[src/rtl/lcd_bus_receiver.sv]
// Panel-side HD44780 bus receiver. It captures bus writes on the falling edge of EN
// and mirrors DDRAM (2x16), the address counter, the busy timer and the display flags.
module lcd_bus_receiver #(
    parameter int EXEC_CYC  = 2000,
    parameter int CLEAR_CYC = 82000,
    parameter int CNT_W     = 17
) (
    input  logic       iCLK,
    input  logic       iRST_N,
    input  logic [7:0] LCD_DATA,
    input  logic       LCD_RW,
    input  logic       LCD_EN,
    input  logic       LCD_RS,
    input  logic [4:0] iRD_ADDR,
    output logic [7:0] oRD_CHAR,
    output logic       oCMD_VALID,
    output logic       oCHAR_VALID,
    output logic [7:0] oCAPT,
    output logic [6:0] oCUR_ADDR,
    output logic       oBUSY,
    output logic       oDISP_ON,
    output logic       oTWO_LINE,
    output logic       oERR
);

    logic [1:0]       enSync, rsSync, rwSync;
    logic [7:0]       dataSync1, dataSync2;
    logic             enPrev;
    logic             shadowRs, shadowRw;
    logic [7:0]       shadowData;
    logic             commitDet;
    logic             incDir;
    logic [CNT_W-1:0] busyCnt;
    logic [7:0]       charBuf [32];

    logic [6:0]       addrNext;
    logic             idNext, dispNext, twoNext, clearAll, wrEn;
    logic [4:0]       wrIdx;
    logic [CNT_W-1:0] loadVal;

    function automatic logic [6:0] stepAddr(input logic [6:0] a, input logic up);
        logic [6:0] r;
        if (up) begin
            if (a == 7'h27)      r = 7'h40;
            else if (a == 7'h67) r = 7'h00;
            else                 r = a + 7'd1;
        end else begin
            if (a == 7'h00)      r = 7'h67;
            else if (a == 7'h40) r = 7'h27;
            else                 r = a - 7'd1;
        end
        return r;
    endfunction

    assign commitDet = enPrev & ~enSync[1];
    assign oBUSY     = (busyCnt != '0);
    assign oRD_CHAR  = charBuf[iRD_ADDR];

    always_ff @(posedge iCLK or negedge iRST_N) begin
        if (!iRST_N) begin
            enSync     <= '0;
            rsSync     <= '0;
            rwSync     <= '0;
            dataSync1  <= '0;
            dataSync2  <= '0;
            enPrev     <= 1'b0;
            shadowRs   <= 1'b0;
            shadowRw   <= 1'b0;
            shadowData <= '0;
        end else begin
            // NOTE: sequential state uses non-blocking assignments so every stage samples the pre-edge value.
            enSync    <= {enSync[0], LCD_EN};
            rsSync    <= {rsSync[0], LCD_RS};
            rwSync    <= {rwSync[0], LCD_RW};
            dataSync1 <= LCD_DATA;
            dataSync2 <= dataSync1;
            enPrev    <= enSync[1];
            if (enSync[1]) begin
                shadowRs   <= rsSync[1];
                shadowRw   <= rwSync[1];
                shadowData <= dataSync2;
            end
        end
    end

    // The pulse registers double as the execute strobe for the next cycle.
    always_ff @(posedge iCLK or negedge iRST_N) begin
        if (!iRST_N) begin
            oCMD_VALID  <= 1'b0;
            oCHAR_VALID <= 1'b0;
            oCAPT       <= '0;
            oERR        <= 1'b0;
        end else begin
            oCMD_VALID  <= 1'b0;
            oCHAR_VALID <= 1'b0;
            if (commitDet && !shadowRw) begin
                if (oBUSY) begin
                    oERR <= 1'b1;
                end else begin
                    oCMD_VALID  <= ~shadowRs;
                    oCHAR_VALID <= shadowRs;
                    oCAPT       <= shadowData;
                end
            end
        end
    end

    always_comb begin
        // NOTE: every combinational output gets a default first so no path can infer a latch.
        addrNext = oCUR_ADDR;
        idNext   = incDir;
        dispNext = oDISP_ON;
        twoNext  = oTWO_LINE;
        clearAll = 1'b0;
        wrEn     = 1'b0;
        wrIdx    = {oCUR_ADDR[6], oCUR_ADDR[3:0]};
        loadVal  = CNT_W'(EXEC_CYC);
        if (oCHAR_VALID) begin
            wrEn     = (oCUR_ADDR[6:4] == 3'b000) || (oCUR_ADDR[6:4] == 3'b100);
            addrNext = stepAddr(oCUR_ADDR, incDir);
        end else if (oCMD_VALID) begin
            casez (oCAPT)
                8'b1???????: addrNext = oCAPT[6:0];
                8'b01??????: ;
                8'b001?????: twoNext = oCAPT[3];
                8'b0001????: if (!oCAPT[3]) addrNext = stepAddr(oCUR_ADDR, oCAPT[2]);
                8'b00001???: dispNext = oCAPT[2];
                8'b000001??: idNext = oCAPT[1];
                8'b0000001?: begin
                    addrNext = 7'h00;
                    loadVal  = CNT_W'(CLEAR_CYC);
                end
                8'b00000001: begin
                    clearAll = 1'b1;
                    addrNext = 7'h00;
                    idNext   = 1'b1;
                    loadVal  = CNT_W'(CLEAR_CYC);
                end
                default: ;
            endcase
        end
    end

    always_ff @(posedge iCLK or negedge iRST_N) begin
        if (!iRST_N) begin
            oCUR_ADDR <= '0;
            incDir    <= 1'b1;
            oDISP_ON  <= 1'b0;
            oTWO_LINE <= 1'b0;
            busyCnt   <= '0;
        end else begin
            oCUR_ADDR <= addrNext;
            incDir    <= idNext;
            oDISP_ON  <= dispNext;
            oTWO_LINE <= twoNext;
            if (oCMD_VALID || oCHAR_VALID) busyCnt <= loadVal;
            else if (oBUSY)                busyCnt <= busyCnt - 1'b1;
        end
    end

    // NOTE: the mirror must show blanks straight out of reset, so it is a reset register file rather than a RAM.
    always_ff @(posedge iCLK or negedge iRST_N) begin
        if (!iRST_N) begin
            for (int i = 0; i < 32; i++) charBuf[i] <= 8'h20;
        end else if (clearAll) begin
            for (int i = 0; i < 32; i++) charBuf[i] <= 8'h20;
        end else if (wrEn) begin
            charBuf[wrIdx] <= oCAPT;
        end
    end

endmodule

[config.mk]
export PLATFORM = sky130hd
export DESIGN_NAME = lcd_bus_receiver
export DESIGN_NICKNAME = d
export VERILOG_FILES = /design/src/rtl/lcd_bus_receiver.sv
export SDC_FILE = /design/constraint.sdc
export NUM_CORES = 1
export LEC_CHECK = 0
export ABC_AREA = 1
export CORE_MARGIN = 2
export CORE_UTILIZATION = 63
export DETAILED_ROUTE_END_ITERATION = 10
export PLACE_DENSITY_LB_ADDON = 0.2
export SYNTH_ARGS = -nofsm -noshare
export SYNTH_HDL_FRONTEND = slang
export SYNTH_SLANG_ARGS = --single-unit
[constraint.sdc]
create_clock -name iCLK -period 3.13 [get_ports iCLK]
set_clock_uncertainty 0.15 [all_clocks]
set_input_delay 0.313 -clock iCLK [delete_from_list [all_inputs] [get_ports iCLK]]
set_output_delay 0.313 -clock iCLK [all_outputs]
set_load 0.03 [all_outputs]
After elaboration in Yosys (flattened, before gate mapping):

Index checks and enable logic that the tools add are counted.

* $add $sub $neg: 3
* order comparisons: 3
* equal/unequal tests: 11
* multiplexer cells: 32
* bitwise operators: 7
* reduce and logical (&&, ||, !) cells: 20

Operators by type and width (count)
* $mux 256: 2
* $bwmux 256: 1
* $mux 17: 5
* $mux 7: 9
* $bmux 8 s5: 1
* $demux 8 s5: 1
* $mux 8: 3
* $pmux 7 s3: 1
* $reduce_bool 17->1: 1
* $sub 17x1->17 const B: 1
* $eq 7x7->1 const B: 2
* $ge 6x6->1 const B: 2
* $not 5->6: 2
* $reduce_and 3->1: 4
* $eq 8x1->1 const B: 1
* $mux 1: 8
* $reduce_bool 2->1: 4
* $add 7x1->7 const B: 1
* $eq 7x1->1 const B: 1
* $eq 7x6->1 const B: 1
* $logic_not 7->1: 1
* $sub 7x1->7 const B: 1
* $eq 6x1->1 const B: 1
* $lt 6x1->1 const B: 1
* 15 further kinds: 21

* bits in registers: 327
* logic and storage cells: 126

Depth between registers and ports, before layout:

Gate-level depths: netlist of the first run.

* word-level depth: 8
* gate-level depth with buffers: 13

Least setup slack after synthesis of the first run:

No wires, ideal clock.

* path kind: reg2reg
* from: reg oCAPT[6]
* to: reg charBuf[194] (netlist name)
* setup time: 0.132 ns
* arrival time: 1.792 ns
* path slack: 1.056 ns
* cell stages (with the launch flop): 12
* buffers on the path: 3
* cell sequence: dfrtp_1 buf_2 nor2_4 nand2_4 nor2_4 nand3_2 nor3_4 nand2_4 buf_4 buf_2 nand3_1 o21ai_1

* longest elaborated chain between the ends: 5
* elaborated cells on any way between the ends: 6
* those cells by class: 1 x eq/ne; 4 x mux; 1 x reduce/logical

Ends and longest elaborated chain
* from (decl): RTL line 18 `output logic [7:0] oCAPT,`
* from (signal assigned): RTL line 102 `oCAPT <= shadowData;`
* $eq 8x1->1 *: RTL line 122 `casez (oCAPT)`
* $mux 1 *: RTL line 122
* $mux 1 *: RTL line 121 `end else if (oCMD_VALID) begin`
* $mux 1 *: RTL line 118 `if (oCHAR_VALID) begin`
* $mux 256 or $reduce_bool 2->1 (tied branches)
* to (signal, indexed assignment): RTL line 168 `charBuf[wrIdx] <= oCAPT;`
* to (decl): RTL line 34 `logic [7:0] charBuf [32];`

Mark *: on every way between the ends. The rest lies on a longest branch, timed or not.
A chain may end at the register's enable or synchronous reset.

Worst setup path after layout of the first run:

* from: in iRD_ADDR[1]
* to: out oRD_CHAR[6]

* longest elaborated chain between the ends: 4

Ends and longest elaborated chain
* from (decl): RTL line 14 `input logic [4:0] iRD_ADDR,`
* $not 5->6 (not written as such): RTL line 57 `assign oRD_CHAR = charBuf[iRD_ADDR];`
* $bmux 8 s5: RTL line 57
* $mux 8 (not written as such) (2 in a row): RTL line 57
* to (decl): RTL line 15 `output logic [7:0] oRD_CHAR,`

No other way between the ends. The select of a mux whose other input is x is not followed.

==> flow_summary.ini, run 1 <==
[critical_path]
worstPathRequired_ps = 2670
crit_path_end_kind = output pin
critical_path_arrival_ps = 2400
critical_path.cell_chain = clkdlybuf4s50_1 > clkinv_2 > buf_12 > a21oi_1 > o21ai_0 > o211ai_1 > nand3_1 > o21ai_0 > nand2_1 > nand2_1 > buf_4
cp-start-kind = input port
setup.worst_path.class = input port to output pin
worst-path-buf-inv = 4
cp_max_fo = 54
slowest_stage = clkdlybuf4s50_1
slowest_delay_ps = 510
crit_family = buffers and inverters

[place]
hpwl_um = 28480
gp_congestion = 0.9467
io_buffers = 46
dpl.cell_count = 2195
dpl_cell_area_mm2 = 0.01657

[global_route]
grt_antenna_before_repair = 0
grtUsageTotal_pct = 35.13
grt_overflow = 0
grt_start_max_net_pins = 131
grt_pass1_wl_um = 73260
grt_pass1_vias = 13880

[timing]
tightestPinTransition_ps = 719.9
fin_setup_tns_ps = 0
hold_viol = 0
slew_headroom_pct = 51.85
setup_violations = 0
min_period_ps = 2864
fin_crit_sh_pct = 91.51
rsz0062_at_grt = no
drv_slew = 0
fmax_ghz = 0.3491

[synth]
synth_fa_ha_area_share_pct = 0.5539
synthXorXnorAreaFrac_pct = 0.4431
synthCells = 1917
synth_nets = 1942
seq_area_frac_synth_pct = 52.01
synth_top_family_by_area = compound AO/OA/AOI/OAI gates
postSynthAreaPerCell_um2 = 8.249
synthMuxAreaShare_pct = 0
synth-compound-area-share_pct = 20.56
synthSimpleGateAreaFrac_pct = 19.39
syn_area_mm2 = 0.01581
synth_warnings = 0
synth_cell_type_count = 38
ys_seq_elements = 327

[cells_and_area]
final_cells = 2260
area_delta_synth_final_pct = 12.57
nFillCells = 1863
drive_gt1_share_pct = 8.781
nets = 1935
postLayoutCellArea_mm2 = 0.01780
num_antenna_cells = 0
final_util_pct = 72.77

[routing]
drc = 0
ant_nets = 0
firstDrtPassIters = 6
drt-initial-drc-count = 1689
wirelength_um = 45510
vias = 14310
wl_per_cell_um = 20.14
viasPerCell = 6.334

[pwr]
ir_worst_vdd_mv = 0.6649
p_per_area_mw_per_mm2 = 564.8
power.leakage_uw = 0.007788

[floorplan]
chipWidth_um = 162.4
start_util_pct = 64.64
rows = 57
die_y_um = 162.4
die_area_mm2 = 0.02638
coreArea_mm2 = 0.02446
ios = 47

[clock_tree]
cts_resized = 0
clock_sink_count = 327
cts_setup_buffers = 0
cts_tree = yes
clkTransAtPathRegs_ps = 60
cts_buffer_depth = 3
clockRootBuffer = clkbuf_16
clk_latency_ps = 520
cts_buffers = 36
htree_levels = 2

[run_status]
status = complete, no violations

[job]
maxCapViolCount = 0

[worst_hold_path]
hold_class = input port to flip-flop
per-layer routing:
| metal | wire length (um) | GRT usage (%) | part of all wire, % | vias up |
|---|---|---|---|---|
| met4 | 1987 | 16.85 | 4.4 | 0 |
| met3 | 4183 | 5.679 | 9.2 | 152 |
| met2 | 21190 | 55.61 | 47 | 789 |
| met5 | 0 | 0 | 0 | - |
| li1 | - | - | - | 6540 |
| met1 | 18150 | 47.88 | 40 | 6833 |
synth_stat cells (all sizes together):
master | count | area share [%]
dfrtp | 294 | 47
o21ai | 289 | 9.1
nand2 | 252 | 6.2
nor2 | 237 | 5.7
nand3 | 201 | 6.4
a21oi | 152 | 4.8
inv | 130 | 3.1
o211ai | 90 | 4.3
clkbuf | 88 | 2.1
buf | 52 | 1.8
o22ai | 41 | 1.6
dfstp | 33 | 5.5
nor3 | 12 | 0.52
nand4 | 9 | 0.36
o21a | 8 | 0.38
ha | 7 | 0.55
xor2 | 5 | 0.28
clkinv | 3 | 0.071
o31ai | 3 | 0.14
xnor2 | 3 | 0.17
nand3b | 2 | 0.095
a211oi | 1 | 0.047
a21o | 1 | 0.047
a31oi | 1 | 0.040
nor4 | 1 | 0.040
o221ai | 1 | 0.055
or2 | 1 | 0.040
kinds of logic (layout without fill, tap and decap cells):
| family | count (synthesis) | after routing |
|---|---|---|
| AO/OA/AOI/OAI | 587 | 587 |
| flip-flops | 327 | 327 |
| buffers and inverters | 273 | 292 |
| AND/OR/NAND/NOR | 715 | 715 |
| XOR/XNOR | 8 | 8 |
| adder cells (fa/ha/maj) | 7 | 7 |
cells in the final DEF, fill, tap and decap left out, types with 2 or more instances in the layout:
master           netlist  layout
buf_4                  4      43
bufinv_16              0       5
nand4_1                9       9
nand2_2                8       8
inv_2                  5       3
o22ai_1               41      41
a21oi_1              152     152
nor3_4                 2       2
nor3_1                10      10
nand3_1              200     200
o21ai_0              233     233
o31ai_1                3       3
nand2_1              242     242
nor2_1               234     234
clkinv_1               3       3
clkbuf_16              0      37
dfstp_2               33      33
o211ai_1              90      90
clkdlybuf4s50_1        0      36
clkbuf_8               0       4
clkbuf_1              88       7
o21a_1                 8       8
o21ai_1               56      56
nand3b_1               2       2
ha_1                   7       7
buf_12                 0      13
nor2_4                 2       2
xnor2_1                3       3
inv_1                125     125
nand2_4                2       2
xor2_1                 5       5
inv_6                  0       2
clkinv_2               0      10
dfrtp_1              294     294
repair_timing:
action / 4_1_cts / 5_1_grt
endpoints found under the setup margin: 0 / 0
hold buffers: 1 / 0
hold endpoints to repair: 59 / 0
area by class of cell:
class / instances / area (um^2) / area share, %
inverter: 133 / 503.0 / 2.826
timing repair buffer: 95 / 973.4 / 5.468
tap: 324 / 405.4 / 2.277
sequential: 327 / 8224 / 46.20
clock buffer: 48 / 1007 / 5.658
clock inverter: 16 / 212.7 / 1.195
multi-input combinational: 1317 / 6475 / 36.37
stage by stage:
| step | setup slack [ps] | hold slack, ps | power, uW |
|---|---|---|---|
| final | 265.8 | 82.84 | 10050 |
| after global routing | 222.1 | 71.48 | 10380 |
| after CTS | 310.8 | 72.73 | 10040 |
| after detailed placement | 352.8 | 168.1 | 5675 |
| after global placement | 364.7 | 165.9 | 5645 |
| after floorplan | 1056 | -132.6 | 5233 |
worst paths after layout:
kind / startpoint / cells past startpoint / to / slack (ps)
max in group asynchronous: iRST_N / 3 / charBuf[177]$_DFFE_PN0P_ / 1680
max: iRD_ADDR[1] / 11 / oRD_CHAR[6] / 270
min reg2reg: dataSync1[4]$_DFF_PN0_ / 0 / dataSync2[4]$_DFF_PN0_ / 200
min in group asynchronous: iRST_N / 2 / charBuf[159]$_DFFE_PN0P_ / 220
min: LCD_DATA[7] / 1 / dataSync1[7]$_DFF_PN0_ / 80
max reg2reg: oCUR_ADDR[0]$_DFFE_PN0P_ / 8 / charBuf[234]$_DFFE_PN0P_ / 520
sequential cells by signal, summed over array words and instances (netlist names), 2 cells and up:
signal / flops
busyCnt: 17
charBuf: 256
dataSync1: 8
dataSync2: 8
enSync: 2
oCAPT: 8
oCUR_ADDR: 7
rsSync: 2
rwSync: 2
shadowData: 8
where the power goes:
part | switching [uW] | internal (uW)
logic | 788 | 359
registers | 116 | 4370
clock network | 1740 | 2680
total | 2640 | 7410
(Power assumes the default switching activity.)
==> run 2: changes to the inputs <==
CORE_UTILIZATION = 65   (was 63)
==> flow_summary.ini, run 2 (synthesis results as in run 1) <==
[cells_and_area]
layout_common_cells = dfrtp_1, nand2_1, nor2_1
layout_commonest_cell = dfrtp_1
drive_gt1_share_pct = 8.079
area_delta_synth_final_pct = 11.24
num_antenna_cells = 0
largest_register = charBuf
top_regs = charBuf x256, busyCnt x17
nets = 1929
largest_reg_flops = 256

[routing]
firstDrtPassIters = 7
vias = 14340
drt-initial-drc-count = 1664
ant_nets = 0
drc = 0
wirelength_um = 45220
viasPerCell = 6.360
wl_per_cell_um = 20.05

[critical_path]
critical_path_arrival_ps = 2470
setup.worst_path.class = input port to output pin
worstPathRequired_ps = 2670
cp_max_fo = 66
cp-start-kind = input port
crit_path_end_kind = output pin

[place]
io_buffers = 46
gp_congestion = 0.8837
hpwl_um = 27660

[clock_tree]
clock_sink_count = 327
clockRootBuffer = clkbuf_16
htree_levels = 2
cts_buffer_depth = 3
cts_tree = yes
clkTransAtPathRegs_ps = 60
cts_setup_buffers = 0
cts_buffers = 35
clk_latency_ps = 530

[pwr]
ir_worst_vdd_mv = 0.4595
p_per_area_mw_per_mm2 = 544.8
power_uw = 9584
power.leakage_uw = 0.007677

[global_route]
grt_start_max_net_pins = 83
grt_pass1_wl_um = 73150
grt_overflow = 0
grtUsageTotal_pct = 35.81
grt_pass1_vias = 13870
grt_antenna_before_repair = 1

[timing]
fin_crit_sh_pct = 93.77
setup_violations = 0
fin_setup_tns_ps = 0
rsz0062_at_grt = no
tightestPinTransition_ps = 707.8
drv_slew = 0
fmax_ghz = 0.3407
min_period_ps = 2935
slew_headroom_pct = 52.82
hold_viol = 0

[floorplan]
coreArea_mm2 = 0.02411
die_y_um = 160.0
chipWidth_um = 160.0
rows = 57
die_area_mm2 = 0.02559
start_util_pct = 65.60
ios = 47

[worst_hold_path]
hold_class = input port to flip-flop

[job]
maxCapViolCount = 0

[run_status]
status = complete, no violations
-- run 2: what timing repair did --
action,CTS,global route
hold buffers,1,0
gates resized for setup,0,0
hold endpoints to repair,71,0
-- run 2: metal layers --
layer | share of wire (%) | vias to the layer above | global-route usage [%] | wire length [um]
li1 | - | 6516 | - | -
met1 | 41 | 6877 | 50.90 | 18320
met2 | 45 | 801 | 54.92 | 20280
met3 | 10 | 148 | 6.182 | 4660
met4 | 4.3 | 0 | 15.64 | 1960
met5 | 0 | - | 0 | 0
-- run 2: cell type report --
cell class / count / area (um^2)
Tap cell: 324 / 405.4
Inverter: 133 / 503.0
Clock buffer: 55 / 991.0
Clock inverter: 9 / 81.33
Fill cell: 1873 / 6515
Multi-Input combinational cell: 1317 / 6475
Sequential cell: 327 / 8224
Timing Repair Buffer: 90 / 910.9
-- run 2: report_power, final --
group | internal [uW] | switching [uW] | total [uW] | leakage [uW]
registers | 4370 | 112 | 4490 | 0.00434
logic | 354 | 789 | 1140 | 0.00281
clock network | 2270 | 1680 | 3950 | 0.000526
total | 7000 | 2580 | 9580 | 0.00768
-- run 2: metrics by stage --
step | setup slack, ps | area (um^2) | util, % | instances | hold slack (ps)
final | 195.1 | 17590 | 72.97 | 2255 | 71.57
after global routing | 121.7 | 17590 | 72.97 | 2255 | 65.71
after CTS | 298.0 | 17590 | 72.97 | 2255 | 71.37
after detailed placement | 322.5 | 16510 | 68.48 | 2190 | 187.0
after floorplan | 1056 | 15810 | - | 1917 | -132.6
after global placement | 290.5 | 16510 | 68.48 | 2190 | 181.6
-- run 2: critical path, stage by stage --
cell and delay, ps:
clkdlybuf4s50_1 450, clkinv_2 210, buf_12 310, o21ai_0 180
o22ai_1 320, o21ai_0 150, o21ai_0 160, nand2_1 100
nand2_1 100, buf_4 160
-- run 2: worst paths after layout --
check                                         start                  endpoint  slack (ps)  depth (start not counted)
min in group asynchronous                    iRST_N  charBuf[169]$_DFFE_PN0P_         230                          2
max in group asynchronous                    iRST_N  charBuf[197]$_DFFE_PN1P_        1690                          3
setup / recovery                        iRD_ADDR[1]               oRD_CHAR[6]         200                         10
hold reg to reg              dataSync1[3]$_DFF_PN0_    dataSync2[3]$_DFF_PN0_         200                          0
hold / removal                          LCD_DATA[4]    dataSync1[4]$_DFF_PN0_          70                          1
setup reg to reg           oCUR_ADDR[0]$_DFFE_PN0P_   charBuf[44]$_DFFE_PN0P_         450                          8
==> run 3: changes to the inputs <==
PLACE_DENSITY = 0.84   (was default)
PLACE_DENSITY_LB_ADDON = default   (was 0.2)
==> flow_summary.ini, run 3 (synthesis results as in run 1) <==
[timing]
min_period_ps = 2893
setup_violations = 0
drv_slew = 0
hold_viol = 0
slew_headroom_pct = 38.76
fin_crit_sh_pct = 92.42
tightestPinTransition_ps = 917.6
rsz0062_at_grt = no
fmax_ghz = 0.3457
fin_setup_tns_ps = 0

[floorplan]
rows = 57
coreArea_mm2 = 0.02411
die_y_um = 160.0
ios = 47
die_area_mm2 = 0.02559
chipWidth_um = 160.0
start_util_pct = 65.60

[job]
maxCapViolCount = 0

[clock_tree]
clk_latency_ps = 520
cts_tree = yes
htree_levels = 2
clockRootBuffer = clkbuf_16
cts_resized = 0
cts_buffers = 35
cts_buffer_depth = 3
cts_setup_buffers = 0
clock_sink_count = 327
clkTransAtPathRegs_ps = 60

[global_route]
grt_pass1_wl_um = 73570
grt_overflow = 0
grt_pass1_vias = 13990
grt_start_max_net_pins = 101
grt_antenna_before_repair = 0
grtUsageTotal_pct = 35.96

[critical_path]
cp_max_fo = 51
setup.worst_path.class = input port to output pin
slowest_delay_ps = 510
critical_path_arrival_ps = 2430
crit_path_end_kind = output pin
crit_family = buffers and inverters
cp-start-kind = input port
worst-path-buf-inv = 4
worstPathRequired_ps = 2670
slowest_stage = clkdlybuf4s50_1
critical_path.cell_chain = clkdlybuf4s50_1 > clkinv_2 > buf_12 > a21oi_1 > o21ai_0 > o211ai_1 > nand3_1 > nand2_1 > o21a_1 > buf_4

[worst_hold_path]
hold_class = input port to flip-flop

[routing]
drt-initial-drc-count = 1988
wl_per_cell_um = 20.18
viasPerCell = 6.420
wirelength_um = 45530
drc = 0
vias = 14480
firstDrtPassIters = 8
ant_nets = 0

[cells_and_area]
top_regs = charBuf x256, busyCnt x17
final_cells = 2256
nets = 1932
largest_register = charBuf
largest_reg_flops = 256
multiInputGateArea_mm2 = 0.006475
num_antenna_cells = 0
register_area_mm2 = 0.008224
area_delta_synth_final_pct = 11.79
drive_gt1_share_pct = 8.282
nFillCells = 1851
layout_commonest_cell = dfrtp_1
layout_common_cells = dfrtp_1, nand2_1, nor2_1

[place]
dpl.cell_count = 2193
gp_congestion = 0.8963
hpwl_um = 28120
io_buffers = 46

[pwr]
p_per_area_mw_per_mm2 = 547.2
ir_worst_vdd_mv = 0.5522
power.leakage_uw = 0.007717

[run_status]
status = complete, no violations
-- run 3: changes by cell type in the layout (fill, tap and decap cells not counted) --
cell / delta
clkbuf_1: -3
clkinvlp_4: +1
bufinv_16: -1
inv_6: -3
clkbuf_8: +3
clkinv_2: -1
buf_12: +3
clkbuf_16: +2
-- run 3: area by class of cell --
| class | instances | area share, % |
|---|---|---|
| inverters | 133 | 2.845 |
| multi-input cells | 1317 | 36.63 |
| flip-flops and latches | 327 | 46.52 |
| clock buffers | 57 | 6.059 |
| repair buffers | 93 | 5.493 |
| clock inverters | 5 | 0.1557 |
| well taps | 324 | 2.293 |
-- run 3: final timing paths --
check | start | endpoint | slack [ps] | depth (start not counted)
worst max-delay path | iRD_ADDR[1] | oRD_CHAR[1] | 240 | 10
worst min-delay path | LCD_DATA[2] | dataSync1[2]$_DFF_PN0_ | 70 | 1
worst min register to register | dataSync1[3]$_DFF_PN0_ | dataSync2[3]$_DFF_PN0_ | 200 | 0
worst max register to register | oCUR_ADDR[1]$_DFFE_PN0P_ | charBuf[134]$_DFFE_PN0P_ | 560 | 6
max in group asynchronous | iRST_N | charBuf[229]$_DFFE_PN1P_ | 1660 | 3
min in group asynchronous | iRST_N | charBuf[174]$_DFFE_PN0P_ | 310 | 2
-- run 3: power by group --
group | internal [uW] | switching [uW] | total [uW]
clock | 2340 | 1690 | 4030
sequential | 4370 | 121 | 4490
combinational | 362 | 788 | 1150
total | 7070 | 2600 | 9670
-- run 3: repair_timing --
item,CTS,global route
hold endpoints to repair,83,0
setup endpoints to repair,0,0
hold buffers,1,0
-- run 3: through the flow --
| step | area [um^2] | hold slack (ps) | setup slack, ps | utilization [%] | power (uW) |
|---|---|---|---|---|---|
| floorplan | 15810 | -132.6 | 1056 | - | 5233 |
| global placement | 16570 | 181.6 | 334.2 | 68.73 | 5642 |
| detailed placement | 16570 | 184.7 | 344.8 | 68.73 | 5678 |
| CTS | 17680 | 69.42 | 322.8 | 73.33 | 9646 |
| global route | 17680 | 75.55 | 145.5 | 73.33 | 9978 |
| finish | 17680 | 74.09 | 237.2 | 73.33 | 9672 |
-- run 3: metal layers --
layer | part of all wire [%] | vias up | wire, um | track usage, %
met1 | 39 | 6869 | 17760 | 50.22
met3 | 11 | 176 | 5156 | 7.429
met4 | 4.8 | 0 | 2189 | 16.71
li1 | - | 6510 | - | -
met2 | 45 | 928 | 20430 | 54.74
met5 | 0 | - | 0 | 0
